File: src/rtl/tlk2711_pkg.sv
// tlk2711_pkg: 8b/10b control codes, fixed frame words and framer state encoding
// shared by the TLK2711 TX test-pattern generator.
package tlk2711_pkg;

    localparam logic [7:0] K27_7 = 8'hFB;
    localparam logic [7:0] K28_2 = 8'h5C;
    localparam logic [7:0] K28_5 = 8'hBC;
    localparam logic [7:0] K29_7 = 8'hFD;
    localparam logic [7:0] K30_7 = 8'hFE;
    localparam logic [7:0] D5_6  = 8'hC5;

    localparam logic [15:0] SYNC_WORD = {D5_6, K28_5};
    localparam logic [15:0] SOF_WORD  = {K28_2, K27_7};
    localparam logic [15:0] EOF_WORD  = {K29_7, K30_7};
    localparam logic [15:0] HEAD_0    = 16'hEB90;
    localparam logic [15:0] HEAD_1    = 16'hE116;
    localparam logic [15:0] FILE_END  = 16'h8101;

    typedef enum logic [3:0] {
        ST_IDLE,
        ST_SYNC,
        ST_SOF,
        ST_HEAD0,
        ST_HEAD1,
        ST_FEND,
        ST_LINE,
        ST_LEN,
        ST_DATA,
        ST_CSUM,
        ST_EOF,
        ST_GAP
    } tx_state_e;

endpackage

File: src/rtl/tlk2711_tx_test_gen.sv
// tlk2711_tx_test_gen: continuous test-frame generator for the TLK2711 parallel TX bus.
// The word selected by the current state is registered, so it reaches the pins one cycle later.
module tlk2711_tx_test_gen
    import tlk2711_pkg::*;
#(
    parameter int DATAWIDTH  = 16,
    parameter int SYNC_WORDS = 16,
    parameter int GAP_WORDS  = 256
) (
    input  logic                 clk,
    input  logic                 rst_n,
    input  logic                 i_soft_rst,
    input  logic                 i_test_ena,
    input  logic [DATAWIDTH-1:0] i_line_length,
    output logic [DATAWIDTH-1:0] o_2711_txd,
    output logic                 o_2711_tkmsb,
    output logic                 o_2711_tklsb,
    output logic                 o_busy,
    output logic [15:0]          o_frame_cnt
);

    localparam logic [15:0] SYNC_LAST = 16'(SYNC_WORDS - 1);
    localparam logic [15:0] GAP_LAST  = 16'(GAP_WORDS - 1);

    tx_state_e   state_q, state_d;
    logic [15:0] cnt_q, cnt_d;
    logic [15:0] len_q, len_d;
    logic [14:0] words_q, words_d;
    logic [15:0] csum_q, csum_d;
    logic [15:0] line_q, line_d;
    logic [15:0] frame_cnt_q, frame_cnt_d;
    logic [15:0] txd_q, txd_d;
    logic [1:0]  tk_q, tk_d;
    logic        busy_q, busy_d;

    always_comb begin
        state_d     = state_q;
        cnt_d       = cnt_q;
        len_d       = len_q;
        words_d     = words_q;
        csum_d      = csum_q;
        line_d      = line_q;
        frame_cnt_d = frame_cnt_q;
        txd_d       = SYNC_WORD;
        tk_d        = 2'b01;
        busy_d      = 1'b0;
        case (state_q)
            ST_IDLE: begin
                cnt_d   = '0;
                state_d = i_test_ena ? ST_SYNC : ST_IDLE;
            end
            ST_SYNC: begin
                cnt_d   = (cnt_q == SYNC_LAST) ? '0 : cnt_q + 16'd1;
                state_d = (cnt_q == SYNC_LAST) ? ST_SOF : ST_SYNC;
            end
            ST_SOF: begin
                txd_d   = SOF_WORD;
                tk_d    = 2'b11;
                busy_d  = 1'b1;
                len_d   = i_line_length;
                // Odd byte counts drop the trailing byte; zero still sends one word.
                words_d = (i_line_length[15:1] == '0) ? 15'd1 : i_line_length[15:1];
                csum_d  = '0;
                state_d = ST_HEAD0;
            end
            ST_HEAD0: begin
                txd_d   = HEAD_0;
                tk_d    = 2'b00;
                busy_d  = 1'b1;
                state_d = ST_HEAD1;
            end
            ST_HEAD1: begin
                txd_d   = HEAD_1;
                tk_d    = 2'b00;
                busy_d  = 1'b1;
                state_d = ST_FEND;
            end
            ST_FEND: begin
                txd_d   = FILE_END;
                tk_d    = 2'b00;
                busy_d  = 1'b1;
                csum_d  = csum_q + FILE_END;
                state_d = ST_LINE;
            end
            ST_LINE: begin
                txd_d   = line_q;
                tk_d    = 2'b00;
                busy_d  = 1'b1;
                csum_d  = csum_q + line_q;
                state_d = ST_LEN;
            end
            ST_LEN: begin
                txd_d   = len_q;
                tk_d    = 2'b00;
                busy_d  = 1'b1;
                csum_d  = csum_q + len_q;
                state_d = ST_DATA;
            end
            ST_DATA: begin
                txd_d   = cnt_q;
                tk_d    = 2'b00;
                busy_d  = 1'b1;
                csum_d  = csum_q + cnt_q;
                cnt_d   = (cnt_q == {1'b0, words_q - 15'd1}) ? '0 : cnt_q + 16'd1;
                state_d = (cnt_q == {1'b0, words_q - 15'd1}) ? ST_CSUM : ST_DATA;
            end
            ST_CSUM: begin
                txd_d   = csum_q;
                tk_d    = 2'b00;
                busy_d  = 1'b1;
                state_d = ST_EOF;
            end
            ST_EOF: begin
                txd_d       = EOF_WORD;
                tk_d        = 2'b11;
                busy_d      = 1'b1;
                line_d      = line_q + 16'd1;
                frame_cnt_d = line_q;
                cnt_d       = '0;
                state_d     = ST_GAP;
            end
            ST_GAP: begin
                cnt_d   = (cnt_q == GAP_LAST) ? '0 : cnt_q + 16'd1;
                state_d = (cnt_q != GAP_LAST) ? ST_GAP : (i_test_ena ? ST_SYNC : ST_IDLE);
            end
            default: state_d = ST_IDLE;
        endcase
        if (i_soft_rst) begin
            state_d     = ST_IDLE;
            cnt_d       = '0;
            len_d       = '0;
            words_d     = 15'd1;
            csum_d      = '0;
            line_d      = '0;
            frame_cnt_d = '0;
            txd_d       = SYNC_WORD;
            tk_d        = 2'b01;
            busy_d      = 1'b0;
        end
    end

    always_ff @(posedge clk or negedge rst_n) begin
        if (!rst_n) begin
            state_q     <= ST_IDLE;
            cnt_q       <= '0;
            len_q       <= '0;
            words_q     <= 15'd1;
            csum_q      <= '0;
            line_q      <= '0;
            frame_cnt_q <= '0;
            txd_q       <= SYNC_WORD;
            tk_q        <= 2'b01;
            busy_q      <= 1'b0;
        end else begin
            state_q     <= state_d;
            cnt_q       <= cnt_d;
            len_q       <= len_d;
            words_q     <= words_d;
            csum_q      <= csum_d;
            line_q      <= line_d;
            frame_cnt_q <= frame_cnt_d;
            txd_q       <= txd_d;
            tk_q        <= tk_d;
            busy_q      <= busy_d;
        end
    end

    assign o_2711_txd   = txd_q;
    assign o_2711_tkmsb = tk_q[1];
    assign o_2711_tklsb = tk_q[0];
    assign o_busy       = busy_q;
    assign o_frame_cnt  = frame_cnt_q;

endmodule
File: config.mk
export PLATFORM = sky130hd
export DESIGN_NAME = tlk2711_tx_test_gen
export DESIGN_NICKNAME = d
export VERILOG_FILES = /design/src/rtl/tlk2711_pkg.sv /design/src/rtl/tlk2711_tx_test_gen.sv
export SDC_FILE = /design/constraint.sdc
export NUM_CORES = 1
export LEC_CHECK = 0
export BUFFER_PORTS_ARGS = -buffer_cell sky130_fd_sc_hd__buf_4
export CORE_MARGIN = 5
export CORE_UTILIZATION = 54
export DETAILED_ROUTE_END_ITERATION = 7
export PLACE_DENSITY = 0.78
export SLEW_MARGIN = 15
export SYNTH_ARGS = -nofsm -noshare
export SYNTH_HDL_FRONTEND = slang
export SYNTH_SLANG_ARGS = --single-unit
File: constraint.sdc
create_clock -name clk -period 3.85 [get_ports clk]
set_input_delay 0.77 -clock clk [delete_from_list [all_inputs] [get_ports clk]]
set_output_delay 0.77 -clock clk [all_outputs]
set_load 0.02 [all_outputs]
==> summary.txt <==
STA
--------------------------------------------------------------------------------
Number of endpoints failing setup at the final stage                           0
Max Clk Rate                                                             279 MHz
Setup repair after global routing missed its margin                           no
Number of hold violations in the final report                                  0
Skew final                                                             0.0113 ns
Tightest slew margin relative to the limit                                 38.3%
Max Slew Vio Count                                                             0
Tmin final                                                               3.58 ns
Slew at the pin closest to its max-slew limit                           0.926 ns
Setup TNS                                                                   0 ns
Fin crit share                                                             93.0%

SYNTH
--------------------------------------------------------------------------------
Top cells by instance count after synthesis                         dfrtp_1 (107), a22o_1 (56), nor2_1 (56)
Number of different library cells in the post-synthesis netlist               62
Commonest register cell after synthesis                                  dfrtp_1
Share of Yosys cell area claimed by the top area cell type                 40.8%
Largest area contributor in the netlist                                  dfrtp_1
Avg Inst Size Synth                                                     9.49 µm²
Async set-or-reset flop fraction in the synthesized netlist                 100%
Synthesis-stage register bit count                                           118
Number of nets produced by synthesis                                         731
Synth top area cells                                                dfrtp_1 (41%), a22o_1 (7.5%), dfstp_2 (4.4%), a21oi_1 (4.1%), ha_1 (3.4%)
Cell count after synthesis                                                   692
Most common cell in the synthesized netlist                              dfrtp_1
Sequential element share of the synthesized area                           45.2%
Warning count from the yosys run                                               0
Post-synth EDFFs                                                               0
Netlist Area Pre-Place                                                  6570 µm²

WORST SETUP PATH
--------------------------------------------------------------------------------
Highest net fanout along the worst path                                       10
Worst EP required                                                        4.15 ns
Worst Setup Path Type                                                 reg -> reg
Setup crit end kind                                                         flop
Startpoint kind of the worst setup timing path                              flop
Crit path DAT                                                            3.89 ns

DRT
--------------------------------------------------------------------------------
Routed wire per std cell                                                 20.4 µm
Post-DRT Antenna Nets                                                          0
Iteration-0 DRC count of the detailed router                                 716
DRC errors left                                                                0
Sum of routed wire length over all layers                                18.4 mm
Routed via count                                                            5841
Post-DR vias/cell                                                           6.47
First-pass detailed-route iteration total                                      7

DIE
--------------------------------------------------------------------------------
Total Die Area                                                         14500 µm²
Placement Rows                                                                40
Number of top-level design ports                                              55
Total core area                                                        12000 µm²
Die Y                                                                     120 µm
Initial cell density of the core                                           54.9%
Die X                                                                     120 µm

CELLS AND AREA
--------------------------------------------------------------------------------
NumNets Final                                                                783
Layout area overhead                                                       17.4%
Non-filler cells, final                                                      903
Fraction of final layout cells sized beyond drive strength 1               16.9%
Number of antenna diodes                                                       0

GRT
--------------------------------------------------------------------------------
Number of antenna violations at the first check in global routing              0
Global routing usage summed across all routing layers                      26.4%
Met2 Resource Use GR                                                       42.2%
First-pass GRT wire length                                               29.6 mm
Overflow left after global routing                                             0
GRT met3 Usage                                                             6.74%
Met1 demand-to-capacity share in global routing                            33.3%
Routing layer with the top usage in global route                            met2
Largest net degree at the start of global routing                             72
Number of global-route vias before repair                                   5631

OUTCOME
--------------------------------------------------------------------------------
Run status                                                             completed

CLOCKING
--------------------------------------------------------------------------------
TritonCTS clock tree                                                       built
H-tree levels                                                                  4
Number of clock sinks                                                        118
Number of buffers created by CTS                                              17
Clk buf depth                                                                  2
Clock insertion delay at the later pin of the skew report                0.42 ns
Reg clk slew, reported paths                                             0.06 ns
Quantity of hold-fixing buffers added after cts                                0
Clock root cell                                                        clkbuf_16

PLACE
--------------------------------------------------------------------------------
Quantity of I/O buffers inserted on ports                                     54
Estimated wirelength of the detail-placed design                         13.2 mm
Cell Count Post-Placement                                                    869
Placer's final routability congestion estimate                             0.968

POWER
--------------------------------------------------------------------------------
Peak supply drop                                                          305 µV
Leak                                                                     3.63 nW
Pwr per Cell Area                                                     364 nW/µm²

MIN PATH
--------------------------------------------------------------------------------
Min-Delay Path Class                                                 in -> async

RUN
--------------------------------------------------------------------------------
Number of violations of the max-capacitance limit                              0

-- power by group --
| group | internal [mW] | switching [mW] |
|---|---|---|
| clock | 0.928 | 0.529 |
| combinational | 0.0298 | 0.0702 |
| sequential | 1.24 | 0.00413 |
| total | 2.20 | 0.603 |
-- logic make-up (layout without fill, tap and decap cells) --
group                      Yosys count  count (layout)  share of synthesized area, %
adders and majority gates           19              19                          3.73
DFF                                118             118                          45.2
muxes                                4               4                         0.629
xor gates and xnor gates            47              47                          6.27
buffers and inverters               74             138                          4.59
AOI/OAI and AO/OA                  201             201                          22.1
and+or+nand+nor                    229             229                          17.6
-- per-layer routing --
metal  routed length [µm]  up-vias
li1                     -     2654
met1                 7520     2823
met2                 8720      303
met3                 1410       61
met4                  732        0
met5                    0        -
-- cells in the final DEF (no fill, tap or decap), types with 18 or more instances in the layout --
cell	instances
a21oi_1	54
a22o_1	56
buf_4	81
dfrtp_1	107
ha_1	18
inv_1	26
nand2_1	52
nand3_1	21
nor2_1	55
nor3_1	18
o21ai_0	19
xnor2_1	25
xor2_1	22
-- critical path, cell delays in order (launching register included) --
cell      delay [ns]
dfrtp_1         0.48
nand2b_1        0.19
nor3_2          0.21
buf_4           0.21
o21ai_0         0.12
ha_1            0.25
fa_1            0.41
a21o_1          0.18
a21oi_1         0.23
o21bai_1        0.13
a31oi_1         0.39
o211ai_1        0.17
a31oi_1         0.23
xnor2_1         0.09
a22o_1          0.18
-- cell type report --
cell class / instances / area, µm²
clock buffer: 26 / 489
clock inverter: 5 / 50.0
fill: 957 / 4250
inverter: 26 / 97.6
multi-input combinational: 500 / 3310
sequential: 118 / 2970
tap: 147 / 184
timing repair buffer: 81 / 608
-- state kept, by name, summed over array words and instances, names as in the netlist --
| register | cells |
|---|---|
| cnt_q | 16 |
| csum_q | 16 |
| len_q | 16 |
| line_q | 16 |
| o_2711_txd | 16 |
| o_frame_cnt | 16 |
| words_q | 15 |
| state_q | 4 |
| tk_q | 2 |
| o_busy | 1 |
-- per-stage QoR --
stage | instance area [µm²] | setup slack [ns] | hold WS (ns) | power (mW) | util [%]
floorplan | 6570 | 0.182 | 0.467 | 1.31 | -
global placement | 7150 | 0.426 | 0.493 | 1.37 | 59.7
detailed placement | 7150 | 0.346 | 0.494 | 1.37 | 59.7
CTS | 7680 | 0.306 | 0.511 | 2.82 | 64.2
global route | 7710 | 0.0163 | 0.518 | 2.90 | 64.5
finish | 7710 | 0.268 | 0.488 | 2.81 | 64.5
-- worst paths after layout --
kind / startpoint / to / slack [ns] / cells past startpoint
min in group clk: len_q[15]$_DFFE_PN0P_ / len_q[15]$_DFFE_PN0P_ / 0.51 / 1
max: state_q[3]$_DFF_PN0_ / csum_q[14]$_DFFE_PN0P_ / 0.27 / 14
min: rst_n / o_busy$_DFF_PN0_ / 0.49 / 1
max reg2reg: state_q[3]$_DFF_PN0_ / csum_q[14]$_DFFE_PN0P_ / 0.27 / 14
max in group asynchronous: rst_n / len_q[14]$_DFFE_PN0P_ / 2.41 / 2
min reg2reg: len_q[15]$_DFFE_PN0P_ / len_q[15]$_DFFE_PN0P_ / 0.51 / 1
-- timing repair --
item                       in CTS  in global routing
gates resized for setup         0                  1
buffers inserted                0                  3
setup endpoints to repair       0                  1
Power figures use the tool's default switching activity.
